## src/rtl/answer_tx_pkg.sv

```systemverilog
// answer_tx_pkg: types and constants shared by the answer TX path.
//   state_t           - sequencer FSM states
//   ASCII_ZERO/LF     - character constants
//   digits_for_width  - decimal digits needed for the largest WIDTH-bit value
package answer_tx_pkg;

    typedef enum logic [2:0] {
        IDLE   = 3'd0,
        DIV    = 3'd1,
        EMIT   = 3'd2,
        GUARD  = 3'd3,
        TERM   = 3'd4,
        GUARD2 = 3'd5
    } state_t;

    localparam logic [7:0] ASCII_ZERO = 8'h30;
    localparam logic [7:0] ASCII_LF   = 8'h0A;

    // floor(width*log10(2)) + 1 digits hold 2^width-1 (log10(2) ~ 0.30103)
    function automatic int digits_for_width(input int width);
        return (width * 30103) / 100000 + 1;
    endfunction

endpackage

```

## src/rtl/answer_tx_sequencer_if.sv

```systemverilog
// answer_tx_sequencer_if: answer input strobe plus UART TX byte handshake.
//   answer_valid/answer/ready          - answer word from the solver
//   output_en/output_data/output_busy  - byte strobe to the UART transmitter
// master = the sequencer, slave = solver/UART side.
interface answer_tx_sequencer_if #(
    parameter int WIDTH = 64
);
    logic             answer_valid;
    logic [WIDTH-1:0] answer;
    logic             ready;
    logic             output_busy;
    logic             output_en;
    logic [7:0]       output_data;

    modport master (
        input  answer_valid, answer, output_busy,
        output ready, output_en, output_data
    );

    modport slave (
        output answer_valid, answer, output_busy,
        input  ready, output_en, output_data
    );
endinterface

```

## src/rtl/divmod10_iter.sv

```systemverilog
// divmod10_iter: iterative restoring unsigned divide by 10, one quotient
// bit per cycle, WIDTH cycles per division.
//   clk, rst   - clock, synchronous active-high reset
//   start      - load dividend and begin (overrides a division in flight)
//   dividend   - value to divide
//   done       - high in the cycle the last step is computed
//   quotient   - valid while done is high
//   remainder  - valid while done is high
// Results come straight from the final step's combinational logic so the
// caller can chain the next division on the same edge with no idle cycle.
module divmod10_iter #(
    parameter int WIDTH = 64
) (
    input  logic             clk,
    input  logic             rst,
    input  logic             start,
    input  logic [WIDTH-1:0] dividend,
    output logic             done,
    output logic [WIDTH-1:0] quotient,
    output logic [3:0]       remainder
);
    localparam int CW = $clog2(WIDTH + 1);

    logic [WIDTH-1:0] q;     // dividend bits shift out, quotient bits shift in
    logic [3:0]       r;
    logic [CW-1:0]    cnt;
    logic [4:0]       trial;
    logic             ge;
    logic [4:0]       trial_sub;

    always_comb begin
        trial     = {r, q[WIDTH-1]};
        ge        = (trial >= 5'd10);
        trial_sub = ge ? (trial - 5'd10) : trial;
    end

    assign quotient  = {q[WIDTH-2:0], ge};
    assign remainder = trial_sub[3:0];
    assign done      = (cnt == CW'(1));

    always_ff @(posedge clk) begin
        if (rst) begin
            q   <= '0;
            r   <= '0;
            cnt <= '0;
        end else if (start) begin
            q   <= dividend;
            r   <= '0;
            cnt <= CW'(WIDTH);
        end else if (cnt != '0) begin
            q   <= quotient;
            r   <= remainder;
            cnt <= cnt - CW'(1);
        end
    end
endmodule

```

## src/rtl/answer_tx_sequencer.sv

```systemverilog
// answer_tx_sequencer: converts one binary answer word to unsigned decimal
// ASCII and streams it MSD first, followed by TERMINATOR, to the UART.
//   clk, rst - clock, synchronous active-high reset
//   bus      - master side of answer_tx_sequencer_if (answer in, TX out)
// Digits are produced LSD first by repeated /10 and buffered, then replayed
// from the top of the buffer. Each sent byte is followed by a dead cycle so
// the transmitter has time to raise output_busy.
import answer_tx_pkg::*;

module answer_tx_sequencer #(
    parameter int         WIDTH      = 64,
    parameter int         DIGITS     = 20,
    parameter logic [7:0] TERMINATOR = ASCII_LF
) (
    input  logic                 clk,
    input  logic                 rst,
    answer_tx_sequencer_if.master bus
);
    // never smaller than the worst case, so the buffer cannot overflow
    localparam int MIN_DIGITS = digits_for_width(WIDTH);
    localparam int DEPTH      = (DIGITS > MIN_DIGITS) ? DIGITS : MIN_DIGITS;
    localparam int NW         = $clog2(DEPTH + 1);

    state_t           state;
    logic [NW-1:0]    n;
    logic [NW-1:0]    n_m1;
    logic [3:0]       digit [DEPTH];
    logic [7:0]       last_byte;
    logic [7:0]       tx_byte;
    logic             div_start;
    logic             div_done;
    logic [WIDTH-1:0] div_dividend;
    logic [WIDTH-1:0] div_q;
    logic [3:0]       div_r;

    assign n_m1 = n - NW'(1);

    // a non-zero quotient restarts the divider on the same edge it finishes
    assign div_start    = (state == IDLE && bus.answer_valid) ||
                          (state == DIV && div_done && div_q != '0);
    assign div_dividend = (state == IDLE) ? bus.answer : div_q;

    divmod10_iter #(.WIDTH(WIDTH)) u_div (
        .clk       (clk),
        .rst       (rst),
        .start     (div_start),
        .dividend  (div_dividend),
        .done      (div_done),
        .quotient  (div_q),
        .remainder (div_r)
    );

    always_comb begin
        tx_byte = TERMINATOR;
        if (state == EMIT)
            tx_byte = ASCII_ZERO + {4'h0, digit[n_m1]};
    end

    assign bus.ready       = (state == IDLE);
    assign bus.output_en   = (state == EMIT || state == TERM) && !bus.output_busy;
    // output_data only moves with a strobe; otherwise it shows the last byte
    assign bus.output_data = bus.output_en ? tx_byte : last_byte;

    always_ff @(posedge clk) begin
        if (rst) begin
            state     <= IDLE;
            n         <= '0;
            last_byte <= 8'h00;
        end else begin
            if (bus.output_en)
                last_byte <= tx_byte;
            case (state)
                IDLE: if (bus.answer_valid) begin
                    n     <= '0;
                    state <= DIV;
                end
                DIV: if (div_done) begin
                    digit[n] <= div_r;
                    n        <= n + NW'(1);
                    if (div_q == '0)
                        state <= EMIT;
                end
                EMIT: if (!bus.output_busy) begin
                    n     <= n_m1;
                    state <= GUARD;
                end
                GUARD:   state <= (n != '0) ? EMIT : TERM;
                TERM:    if (!bus.output_busy) state <= GUARD2;
                GUARD2:  state <= IDLE;
                default: state <= IDLE;
            endcase
        end
    end
endmodule

```

## src/flat_wrapper.sv

```systemverilog
// flat-port wrapper written by rule: the top's interface ports become plain ports
module answer_tx_sequencer_flat 
#(
    parameter int         WIDTH      = 64,
    parameter int         DIGITS     = 20,
    parameter logic [7:0] TERMINATOR = ASCII_LF
)
  (clk, rst, bus_answer_valid, bus_answer, bus_output_busy, bus_ready, bus_output_en, bus_output_data);
  answer_tx_sequencer_if #(.WIDTH(WIDTH)) bus_i ();
  input  logic clk;
  input  logic rst;
  input wire logic [$bits(bus_i.answer_valid)-1:0] bus_answer_valid;
  input wire logic [$bits(bus_i.answer)-1:0] bus_answer;
  input wire logic [$bits(bus_i.output_busy)-1:0] bus_output_busy;
  output wire logic [$bits(bus_i.ready)-1:0] bus_ready;
  output wire logic [$bits(bus_i.output_en)-1:0] bus_output_en;
  output wire logic [$bits(bus_i.output_data)-1:0] bus_output_data;
  assign bus_i.answer_valid = bus_answer_valid;
  assign bus_i.answer = bus_answer;
  assign bus_i.output_busy = bus_output_busy;
  assign bus_ready = bus_i.ready;
  assign bus_output_en = bus_i.output_en;
  assign bus_output_data = bus_i.output_data;
  answer_tx_sequencer #(.WIDTH(WIDTH), .DIGITS(DIGITS), .TERMINATOR(TERMINATOR)) u_core (.clk(clk), .rst(rst), .bus(bus_i));
endmodule
```

## config.mk

```make
export PLATFORM = sky130hd
export DESIGN_NAME = answer_tx_sequencer_flat
export DESIGN_NICKNAME = d
export VERILOG_FILES = /design/src/rtl/answer_tx_pkg.sv /design/src/rtl/answer_tx_sequencer_if.sv /design/src/rtl/divmod10_iter.sv /design/src/rtl/answer_tx_sequencer.sv /design/src/flat_wrapper.sv
export SDC_FILE = /design/constraint.sdc
export NUM_CORES = 1
export LEC_CHECK = 0
export BUFFER_PORTS_ARGS = -buffer_cell sky130_fd_sc_hd__buf_2
export CAP_MARGIN = 5
export CORE_ASPECT_RATIO = 0.9
export CORE_MARGIN = 1
export CORE_UTILIZATION = 53
export DETAILED_ROUTE_END_ITERATION = 8
export PLACE_DENSITY = 0.83
export SETUP_SLACK_MARGIN = 0.05
export SYNTH_ARGS = -nofsm -noshare
export SYNTH_HDL_FRONTEND = slang
export SYNTH_SLANG_ARGS = --single-unit
```

## constraint.sdc

```tcl
create_clock -name clk -period 3.35 [get_ports clk]
set_input_delay 0.67 -clock clk [delete_from_list [all_inputs] [get_ports clk]]
set_output_delay 0.67 -clock clk [all_outputs]
set_load 0.01 [all_outputs]
```

Word level (Yosys, flattened, before mapping)

Memory sizes are Yosys's and may differ from the RTL's.
Index checks and enable logic that the tools add are counted.

Register bits: 91
RAM bits: 80
Input port bits: 68
Output and inout bits: 10
Word-level logic and storage cells: 64
Memories: 1

Memories:

| memory       | depth | width | rd ports | clocked after Yosys merged registers in | write ports | line                      | text |
|---|---|---|---|---|---|---|---|
| u_core.digit | 20    | 4     | 1        | 0                                       | 1           | answer_tx_sequencer.sv:27 | `logic [3:0] digit [DEPTH];` |

Add/sub/neg operators: 5
Magnitude comparators: 1
Equal/unequal tests: 10
Multiplexer cells: 23
Reductions and logical operators: 17

Operator list:

| operator                                             | number |
|---|---|
| 2-to-1 mux 64 bit                                    | 3 |
| zero test 64 bit                                     | 1 |
| nonzero test 64 bit                                  | 1 |
| 2-to-1 mux 3 bit                                     | 6 |
| 2-to-1 mux 8 bit                                     | 2 |
| 2-to-1 mux 5 bit                                     | 3 |
| case mux 3 bit (5 select lines)                      | 1 |
| case mux 5 bit (3 select lines)                      | 1 |
| 2-to-1 mux 7 bit                                     | 2 |
| != test 2 bit (second input constant)                | 4 |
| adder 6 x 4 -> 7 bit (first input constant)          | 1 |
| == test 7 x 1 -> 1 bit (second input constant)       | 1 |
| nonzero test 7 bit                                   | 1 |
| subtractor 7 x 1 -> 7 bit (second input constant)    | 1 |
| == test 3 x 2 -> 1 bit (second input constant)       | 2 |
| adder 5 x 1 -> 5 bit (second input constant)         | 1 |
| >= comparator 5 x 4 -> 1 bit (second input constant) | 1 |
| AND reduction 5 bit                                  | 1 |
| nonzero test 5 bit                                   | 1 |
| subtractor 5 x 1 -> 5 bit (second input constant)    | 1 |
| logical AND 1 bit                                    | 4 |
| 2-to-1 mux 1 bit                                     | 4 |
| 2-to-1 mux 4 bit                                     | 1 |
| AND reduction 4 bit                                  | 1 |
| 10 further kinds                                     | 11 |

Longest topological paths before layout

Gate-level depths: netlist (run 1).

Word-level depth: 5
Gate-level depth with buffers: 12
Depth with buffers taken out: 8

Hierarchy

From an unflattened synthesis (run 1), not the netlist that was laid out.

Cells, all modules: 826
Area total of the unflattened synthesis: 9,211.3 µm²

By module, submodules not included:

| module              | times used | cells each | area each (µm²) | seq. area each (µm²) |
|---|---|---|---|---|
| answer_tx_sequencer | 1          | 387        | 5,142.4         | 2,722.6 |
| divmod10_iter       | 1          | 439        | 4,068.9         | 1,501.4 |

Worst setup path before layout (run 1)

No wires, ideal clock.

Path kind: register -> output
Start point: register u_core.n[0]
End point: output bus_output_data[3]
Data arrival time: 2.642 ns
Data required time: 2.680 ns
Path slack: 0.038 ns
Cell stages (with the launch flop): 13
Path buffers: 4
Path through: dfxtp_1 buf_4 buf_4 buf_4 inv_1 ha_1 buf_1 mux4_2 nand2_1 and3_1 nor3_1 a21oi_1 a21oi_1

Cells in the longest elaborated chain, start to end: 5

Ends and longest elaborated chain:

| element                   | line                      | text |
|---|---|---|
| start, declared           | answer_tx_sequencer.sv:25 | `logic [NW-1:0] n;` |
| start signal, assigned    | answer_tx_sequencer.sv:79 | `n <= n + NW'(1);` |
| start signal, assigned    | answer_tx_sequencer.sv:84 | `n <= n_m1;` |
| subtractor 5 x 1 -> 5 bit | answer_tx_sequencer.sv:36 | `assign n_m1 = n - NW'(1);` |
| memory (20 x 4 bit)       | -                         |  |
| adder 6 x 4 -> 7 bit      | answer_tx_sequencer.sv:56 | `tx_byte = ASCII_ZERO + {4'h0, digit[n_m1]};` |
| 2-to-1 mux 8 bit          | answer_tx_sequencer.sv:55 | `if (state == EMIT)` |
| 2-to-1 mux 8 bit          | -                         |  |
| end, declared             | flat_wrapper.sv:17        | `output wire logic [$bits(bus_i.output_data)-1:0] bus_output_data;` |

No other way between the ends.

Final worst setup path (run 1)

Same ends and word-level chain as after synthesis.

==> summary.md, run 1 <==
| Metric | Value |
|---|---|
| First-pass DRT Iterations | 5 |
| Net Count, Synth | 760 |
| Simple-gate share of the synthesized area | 0.107 |
| Number of synthesized register bits | 171 |
| Minimum clock period | 3.31 ns |
| CP Launch Type | flip-flop |
| Hold Path Class | flip-flop to flip-flop |
| Routed WL per cell | 20.8 um |
| Placed cell area | 0.00849 mm^2 |
| Core Region | 0.0147 mm^2 |
| Largest net degree at the start of global routing | 64 |
| Cell area after layout | 0.00919 mm^2 |
| Initial antenna violation count | 2 |
| Drt drc | 0 |
| Gate Count Post-Synth | 685 |
| WL final | 20000 um |
| Die area | 0.0156 mm^2 |
| DIE HEIGHT | 119 um |
| Vias in the first global route | 5943 |
| Final Hold Vio Count | 0 |
| Crit path max fanout | 16 |
| Total GRT Usage | 0.260 |
| Clk Latency, worst-skew pair | 0.44 ns |
| Setup_tns | 0 ns |
| CTS tree | yes |
| Antenna Nets Post-Route | 0 |
| Initial core utilization | 0.543 |
| YS warnings | 0 |
| Largest area contributor in the netlist | edfxtp_1 |
| Pwr Density | 866 mW/mm^2 |
| Area Overhead vs Synth | 15.0% |
| Largest family of logic cells by synthesized area | compound AO/OA/AOI/OAI gates |
| Remaining Overflow, GRT | 0 |
| Peak VDD IR | 0.000432 V |
| Async SR Flop Fraction | 0 |
| Inserted Clock Buffers | 17 |
| Vias | 6281 |
| CTS Root Cell | clkbuf_16 |
| Crit path DAT | 2.64 ns |
| IO buf count | 77 |
| Status | finished, final reports clean |
| Worst setup path category | flip-flop to output port |
| CTS Hold Bufs | 0 |
| Synth area leaders | edfxtp_1 30%, dfxtp_1 23%, mux2i_1 8.3% |
| Synth Cell Area | 0.00799 mm^2 |
| Max Clock Freq | 302 MHz |
| Die X | 131 um |
| Average cell area after synthesis | 11.7 um^2 |
| Layout cells sized above 1 | 0.232 |
| CP endpoint kind | output port |
| CP startpoint | u_core.n[0] |
| Rel. slew slack | 0.498 |
| CTS Buffer Depth | 2 |
| Dpl hpwl | 13200 um |
| Reg2reg start | u_core.u_div.q[35] |
| Row count | 42 |
| Req. time, crit path | 2.68 ns |
| Fin Clk Skew | 0.00654 ns |
| Clock slew at reported path FFs | 0.06 ns |
| Via/cell ratio | 6.54 |
| Multiplexer share of the synthesized area | 0.140 |
| Max-slew violations | 0 |
| First-pass GRT wire length | 31300 um |
| Leak | 3.30 nW |
| Final #Nets | 822 |
| Post-Synth XOR/XNOR Area | 0.0142 |
| Setup violators final | 0 |
| Compound-Gate Fraction of Synth Area | 0.154 |
| # H-tree levels | 4 |
| Synth Flop Type | dfxtp_1 |
| Routability Congestion | 0.909 |
| Hold_sp | u_core.last_byte[6] |
| Initial drt markers | 783 |
| Slew @ Worst Pin | 0.752 ns |
| Synth top area share | 0.301 |
| Adder-cell area share of the yosys netlist | 0.0110 |
| Clock sinks | 171 |
| Seq/Total Area, Yosys | 0.528 |
| # fillers | 1060 |
| Distinct cells, synth | 61 |
| RSZ-0062 raised after global routing | yes |
| Final Cycle Share | 0.988 |
| MaxCap Viol Count | 0 |
| Post-synth EDFFs | 80 |
| # IOs | 78 |
-- where the power goes --
part / total (mW) / switching [mW] / internal (mW)
Clock: 1.93 / 0.822 / 1.10
Sequential: 2.84 / 0.294 / 2.55
Combinational: 3.19 / 1.86 / 1.33
-- path summary, 6_finish.rpt --
| kind | to | slack (ns) | depth (start not counted) |
|---|---|---|---|
| worst max-delay path | bus_output_data[3] | 0.04 | 9 |
| worst min-delay path | u_core.last_byte[6] | 0.48 | 1 |
| worst min register to register | u_core.last_byte[6] | 0.48 | 1 |
| worst max register to register | u_core.u_div.q[23] | 0.46 | 7 |
-- stage by stage --
step	util	cells	worst slack (ns)	hold WS [ns]	total power, mW
global route	0.625	959	0.00598	0.502	8.33
finish	0.625	960	0.0391	0.482	7.96
detailed placement	0.577	921	0.281	0.470	5.81
floorplan	-	685	0.0882	0.444	5.14
global placement	0.577	921	0.315	0.458	5.65
CTS	0.619	954	0.0300	0.488	7.81
-- kinds of logic (layout without fill, tap and decap cells) --
logic type	count (synthesis)	after routing
flops	171	171
xor+xnor	13	13
mux	87	87
simple gates	164	164
other cells	0	2
buf+inv	70	145
compound gates	173	173
fa+ha+maj	7	7
-- layer usage --
| layer | share of wire | track usage | vias up | wire length (um) |
|---|---|---|---|---|
| met2 | 0.47 | 0.405 | 327 | 9430 |
| met4 | 0.031 | 0.110 | 0 | 617 |
| met5 | 0 | 0 | - | 0 |
| met1 | 0.42 | 0.348 | 3090 | 8310 |
| met3 | 0.080 | 0.0613 | 58 | 1590 |
| li1 | - | - | 2806 | - |
-- registers in the layout (all words and copies together) (netlist names) --
name              flops
u_core.u_div.r        4
u_core.u_div.q       64
u_core.n              5
u_core.digit         80
u_core.last_byte      8
u_core.state          3
u_core.u_div.cnt      7
-- worst max-delay path, stage by stage, from the launching register on --
cell and delay (ns):
dfxtp_4 0.36, buf_12 0.13, buf_6 0.17, or3_1 0.40, a32oi_2 0.26, o21ai_0 0.14
nor3_1 0.30, a21oi_1 0.11, a21oi_1 0.18, buf_2 0.15
-- layout make-up --
type                            count  area, um^2  area share
Multi-Input combinational cell    444        3470       0.377
Tap cell                          198         248      0.0269
Timing Repair Buffer              104         637      0.0693
Inverter                            9        33.8     0.00367
Clock buffer                       19         433      0.0471
Sequential cell                   171        4230       0.460
Antenna cell                        2        5.00    0.000544
Clock inverter                     13         144      0.0157
-- synthesized netlist by cell type (2+ instances only) --
library cell and count:
a211oi_1 18, a21oi_1 71, a22oi_1 2, a311oi_1 2, a32o_1 2, a32oi_1 3
and2_1 7, and3_1 3, buf_2 15, buf_4 6, buf_6 8, clkbuf_1 30
dfxtp_1 91, edfxtp_1 80, ha_1 7, inv_1 8, mux2i_1 66, mux4_2 20
nand2_1 34, nand2b_1 3, nand3_1 3, nand4_1 5, nor2_1 47, nor2b_1 5
nor3_1 14, nor3b_1 2, nor4_1 27, o21ai_0 7, o31ai_1 2, o41ai_1 51
or3_1 4, or3b_2 2, xnor2_1 7, xor2_1 6
-- cell usage in the layout (no fill, tap or decap), types with 20 or more instances in the layout --
cell type	count
o41ai_1	51
dfxtp_1	90
nor4_1	27
nor2_1	47
edfxtp_1	80
mux2i_1	65
a21oi_1	71
buf_4	21
nand2_1	34
buf_2	77
mux4_2	20
-- timing repair --
action	in CTS	in global routing
setup buffers	1	4
resized for setup	7	11
endpoints found under the setup margin	3	3
pin swaps	4	6
(Power assumes the default switching activity.)
==> run 2, diff against run 1 <==
--- a/config.mk
+++ b/config.mk
@@ -12,6 +12,7 @@
 export CORE_UTILIZATION = 53
 export DETAILED_ROUTE_END_ITERATION = 8
 export PLACE_DENSITY = 0.83
+export REMOVE_ABC_BUFFERS = 1
 export SETUP_SLACK_MARGIN = 0.05
 export SYNTH_ARGS = -nofsm -noshare
 export SYNTH_HDL_FRONTEND = slang
==> summary.md, run 2 (synthesized netlist as in run 1, its figures left out) <==
| Metric | Value |
|---|---|
| Status | finished, final reports clean |
| Final Hold Vio Count | 0 |
| Reg2reg end | u_core.u_div.q[58] |
| Core Util, Final | 0.618 |
| # fillers | 1133 |
| CP cell instances | or4_4 -> nand2_4 -> mux2_2 -> a32o_1 -> a211oi_2 -> nor2_1 -> buf_2 |
| Max-slew violations | 0 |
| Most frequent cells in the layout | 87 x dfxtp_1, 80 x edfxtp_1, 77 x buf_2 |
| Die area | 0.0156 mm^2 |
| Rel. slew slack | 0.430 |
| WL final | 18900 um |
| Remaining Overflow, GRT | 0 |
| CP Launch Type | flip-flop |
| Routed WL per cell | 19.8 um |
| Inserted Clock Buffers | 17 |
| Place WS | 0.309 ns |
| Setup violators final | 0 |
| Reg2reg path depth | 7 |
| Biggest regs | u_core.digit (80), u_core.u_div.q (64), u_core.last_byte (8) |
| Peak VDD IR | 0.000554 V |
| Clock slew at reported path FFs | 0.06 ns |
| Area of the multi-input gates | 0.00343 mm^2 |
| Register area | 0.00423 mm^2 |
| # H-tree levels | 4 |
| Final #Nets | 817 |
| MaxCap Viol Count | 0 |
| Dpl cells | 918 |
| Pwr Density | 857 mW/mm^2 |
| Dpl hpwl | 12300 um |
| Leak | 3.25 nW |
| Most common cell after layout, fill and taps aside | dfxtp_1 |
| Fin Clk Skew | 0.0119 ns |
| Slew @ Worst Pin | 0.855 ns |
| CTS tree | yes |
| Max Clock Freq | 310 MHz |
| Vias | 6044 |
| Crit-path slowest cell | or4_4 |
| Total GRT Usage | 0.248 |
| DIE HEIGHT | 119 um |
| Row count | 42 |
| Final hold slack | 0.482 ns |
| Via/cell ratio | 6.34 |
| Die X | 131 um |
| Final non-filler cell total | 954 |
| CTS Root Cell | clkbuf_16 |
| Req. time, crit path | 2.68 ns |
| Hold Path Class | flip-flop to flip-flop |
| First-pass DRT Iterations | 7 |
| Initial drt markers | 613 |
| Crit path max fanout | 6 |
| Antenna Nets Post-Route | 0 |
| Layout cells sized above 1 | 0.229 |
| Minimum clock period | 3.22 ns |
| Setup_tns | 0 ns |
| Top reg by flops | u_core.digit |
| Hold Crit Endpoint | u_core.last_byte[6] |
| Reg2reg start | u_core.u_div.q[53] |
| Drt drc | 0 |
| Crit path DAT | 2.55 ns |
| Clk Latency, worst-skew pair | 0.43 ns |
| First-pass GRT wire length | 30300 um |
| Largest register FFs | 80 |
| Largest net degree at the start of global routing | 130 |
| Crit-path max cell delay | 0.57 ns |
| Worst setup path category | flip-flop to output port |
| CP bufs+invs | 1 |
| Worst Setup Slack, final | 0.125 ns |
| Final Cycle Share | 0.963 |
| Routability Congestion | 0.926 |
| RSZ-0062 raised after global routing | no |
| WHS Path Cells | 1 |
| Clock sinks | 171 |
| Initial antenna violation count | 1 |
| Crit path max-delay family | simple AND/OR/NAND/NOR gates |
| Core Region | 0.0147 mm^2 |
| CP endpoint kind | output port |
| Hold_sp | u_core.last_byte[6] |
| Reg2Reg Setup Slack | 0.50 ns |
| CTS Buffer Depth | 2 |
| IO buf count | 77 |
| Area Overhead vs Synth | 13.7% |
| Vias in the first global route | 5775 |
| # IOs | 78 |
| Initial core utilization | 0.543 |
[run 2: worst max path at each step]
stage          slack [ns]             from                 end  depth (start not counted)
6_report             0.13      u_core.n[0]  bus_output_data[0]                          7
5_1_grt              0.06      u_core.n[0]  bus_output_data[0]                          7
4_1_cts              0.07      u_core.n[0]  bus_output_data[3]                         10
3_5_place_dp         0.31      u_core.n[0]  bus_output_data[0]                          9
3_3_place_gp         0.39      u_core.n[0]  bus_output_data[0]                          8
2_1_floorplan       -1.44  u_core.state[2]  u_core.u_div.q[15]                          4
[run 2: worst register-to-register path, delay by kind of cell, from the launching register on]
family	cells	cell delay, ns
AND/OR/NAND/NOR	3	1.10
AO/OA/AOI/OAI	3	0.91
buffers and inverters	1	0.44
flip-flops	1	0.33
[run 2: area by class of cell]
type	instances	area share
Multi-Input combinational cell	444	0.378
Inverter	9	0.00372
Tap cell	198	0.0273
Clock buffer	18	0.0472
Timing Repair Buffer	99	0.0628
Antenna cell	1	0.000275
Clock inverter	14	0.0150
Sequential cell	171	0.466
[run 2: through the flow]
step | total power, mW | area [um^2]
floorplan | 5.01 | 7660
CTS | 7.68 | 9030
detailed placement | 5.75 | 8450
global placement | 5.58 | 8450
global route | 8.18 | 9080
finish | 7.79 | 9090
[run 2: timing repair]
action                                  CTS  global route
hold buffers                              0             0
gates resized for setup                   4             9
pin swaps                                 0             2
buffers inserted                          0             3
cloned                                    0             0
endpoints found under the setup margin    4             4
[run 2: where the power goes]
| part | total [mW] | switching [mW] | internal (mW) |
|---|---|---|---|
| registers | 2.84 | 0.290 | 2.55 |
| clock network | 1.89 | 0.848 | 1.04 |
| logic | 3.06 | 1.80 | 1.26 |
| total | 7.79 | 2.94 | 4.85 |
[run 2: routing by layer]
metal / global-route usage / routed length [um] / vias to the layer above
li1: - / - / 2800
met1: 0.318 / 8040 / 2930
met2: 0.395 / 8990 / 274
met3: 0.0755 / 1470 / 38
met4: 0.0959 / 387 / 2
met5: 0 / 13 / -
==> run 3, diff against run 2 <==
--- a/config.mk
+++ b/config.mk
@@ -12,7 +12,6 @@
 export CORE_UTILIZATION = 53
 export DETAILED_ROUTE_END_ITERATION = 8
 export PLACE_DENSITY = 0.83
-export REMOVE_ABC_BUFFERS = 1
 export SETUP_SLACK_MARGIN = 0.05
 export SYNTH_ARGS = -nofsm -noshare
 export SYNTH_HDL_FRONTEND = slang
==> constraint.sdc (replaced) <==
create_clock -name clk -period 3.35 [get_ports clk]
set_input_delay 0.67 -clock clk [delete_from_list [all_inputs] [get_ports clk]]
set_output_delay 0.67 -clock clk [all_outputs]
set_load 0.05 [all_outputs]
==> summary.md, run 3 (synthesized netlist as in run 1, its figures left out) <==
| Metric | Value |
|---|---|
| Status | finished, final reports clean |
| Slew @ Worst Pin | 0.935 ns |
| Die X | 131 um |
| Core Region | 0.0147 mm^2 |
| CTS Buffer Depth | 2 |
| Largest register FFs | 80 |
| Crit-path max cell delay | 0.36 ns |
| Reg2Reg Setup Slack | 0.30 ns |
| Hold Path Class | flip-flop to flip-flop |
| Top reg by flops | u_core.digit |
| RSZ-0062 raised after global routing | yes |
| Reg2reg path depth | 6 |
| Final #Nets | 828 |
| Worst setup path category | flip-flop to output port |
| Crit path max fanout | 6 |
| CP bufs+invs | 3 |
| Final hold slack | 0.480 ns |
| Largest net degree at the start of global routing | 64 |
| Most common cell after layout, fill and taps aside | dfxtp_1 |
| Cell area after layout | 0.00935 mm^2 |
| Remaining Overflow, GRT | 0 |
| WHS Path Cells | 1 |
| First-pass DRT Iterations | 8 |
| Reg2reg end | u_core.digit[12][0] |
| Reg2reg start | u_core.state[0] |
| Place WS | 0.214 ns |
| WL final | 21000 um |
| CTS tree | yes |
| Worst Setup Slack, final | 0.0691 ns |
| Placed cell area | 0.00854 mm^2 |
| IO buf count | 77 |
| Row count | 42 |
| Fin Clk Skew | 0.00591 ns |
| Setup_tns | 0 ns |
| Final Hold Vio Count | 0 |
| Clk Latency, worst-skew pair | 0.44 ns |
| Max Clock Freq | 305 MHz |
| Max-slew violations | 0 |
| Total GRT Usage | 0.275 |
| Layout cells sized above 1 | 0.251 |
| CP endpoint kind | output port |
| # H-tree levels | 4 |
| Setup violators final | 0 |
| Via/cell ratio | 6.63 |
| Peak VDD IR | 0.000471 V |
| CP Launch Type | flip-flop |
| Dpl hpwl | 12800 um |
| Most frequent cells in the layout | 89 x dfxtp_1, 80 x edfxtp_1, 73 x buf_2 |
| Final Cycle Share | 0.979 |
| Dpl cells | 923 |
| Antenna Nets Post-Route | 0 |
| Area Overhead vs Synth | 17.0% |
| Initial drt markers | 736 |
| Minimum clock period | 3.28 ns |
| Crit path DAT | 2.61 ns |
| Rel. slew slack | 0.377 |
| CP cell instances | inv_1 -> ha_4 -> clkbuf_2 -> mux4_2 -> nand2_1 -> and3_1 -> nor3_2 -> a21oi_2 -> a21oi_4 -> buf_4 |
| Crit path max-delay family | buffers and inverters |
| Initial core utilization | 0.543 |
| Crit-path slowest cell | dfxtp_2 |
| Inserted Clock Buffers | 17 |
| Total power | 8.46 mW |
| Leak | 3.35 nW |
| Initial antenna violation count | 1 |
| CTS Root Cell | clkbuf_16 |
| Die area | 0.0156 mm^2 |
| MaxCap Viol Count | 0 |
| Final non-filler cell total | 965 |
| Hold Crit Endpoint | u_core.last_byte[6] |
| Req. time, crit path | 2.68 ns |
| M1 GR Usage | 0.359 |
| DIE HEIGHT | 119 um |
| GRT Max-Usage Layer | met2 |
| Vias in the first global route | 6106 |
| Routability Congestion | 0.923 |
| First-pass GRT wire length | 33100 um |
| Clock slew at reported path FFs | 0.07 ns |
| Drt drc | 0 |
| Biggest regs | u_core.digit (80), u_core.u_div.q (64), u_core.last_byte (8) |
| Vias | 6398 |
| Pwr Density | 905 mW/mm^2 |
| M2 GR Usage | 0.438 |
| CTS Hold Bufs | 0 |
| Hold_sp | u_core.last_byte[6] |
| # fillers | 1019 |
| # IOs | 78 |
| Routed WL per cell | 21.8 um |
| CP startpoint | u_core.n[0] |
| Clock sinks | 171 |
| Met3 usage | 0.0644 |
| Core Util, Final | 0.636 |
[run 3: cell types whose count changed in the layout (fill, tap and decap cells not counted), sizes merged]
cell / change
buf: +10
clkinvlp: +4
clkinv: -2
inv: -4
bufinv: +3
[run 3: area by class of cell]
cell class                      count  area [um^2]  area share
Sequential cell                   171         4230       0.452
Multi-Input combinational cell    444         3520       0.376
Timing Repair Buffer              110          701      0.0749
Clock buffer                       17          425      0.0455
Tap cell                          198          248      0.0265
Clock inverter                     15          198      0.0211
Inverter                            9         33.8     0.00361
Antenna cell                        1         2.50    0.000268
[run 3: power breakdown]
| part | internal (mW) | total [mW] | switching, mW |
|---|---|---|---|
| clock | 1.24 | 2.09 | 0.842 |
| combinational | 1.43 | 3.52 | 2.09 |
| sequential | 2.55 | 2.85 | 0.300 |
[run 3: repair_timing]
item,4_1_cts,5_1_grt
resized for setup,17,14
endpoints found under the setup margin,4,4
buffers inserted,1,8
pin swaps,4,11
[run 3: worst max-delay path by stage]
| stage | endpoint | slack (ns) | depth (start not counted) |
|---|---|---|---|
| finish | bus_output_data[3] | 0.07 | 10 |
| global route | bus_output_data[3] | 0.001 | 10 |
| CTS | bus_output_data[0] | 0.02 | 8 |
| detailed placement | bus_output_data[0] | 0.21 | 8 |
| global placement | bus_output_data[0] | 0.29 | 8 |
| floorplan | bus_output_data[1] | 0.07 | 11 |
[run 3: routing by layer]
layer	wire, um	vias to the layer above	part of all wire
met5	0	-	0
met1	8390	3106	0.40
met2	9920	398	0.47
met3	1960	79	0.093
met4	720	0	0.034
li1	-	2815	-
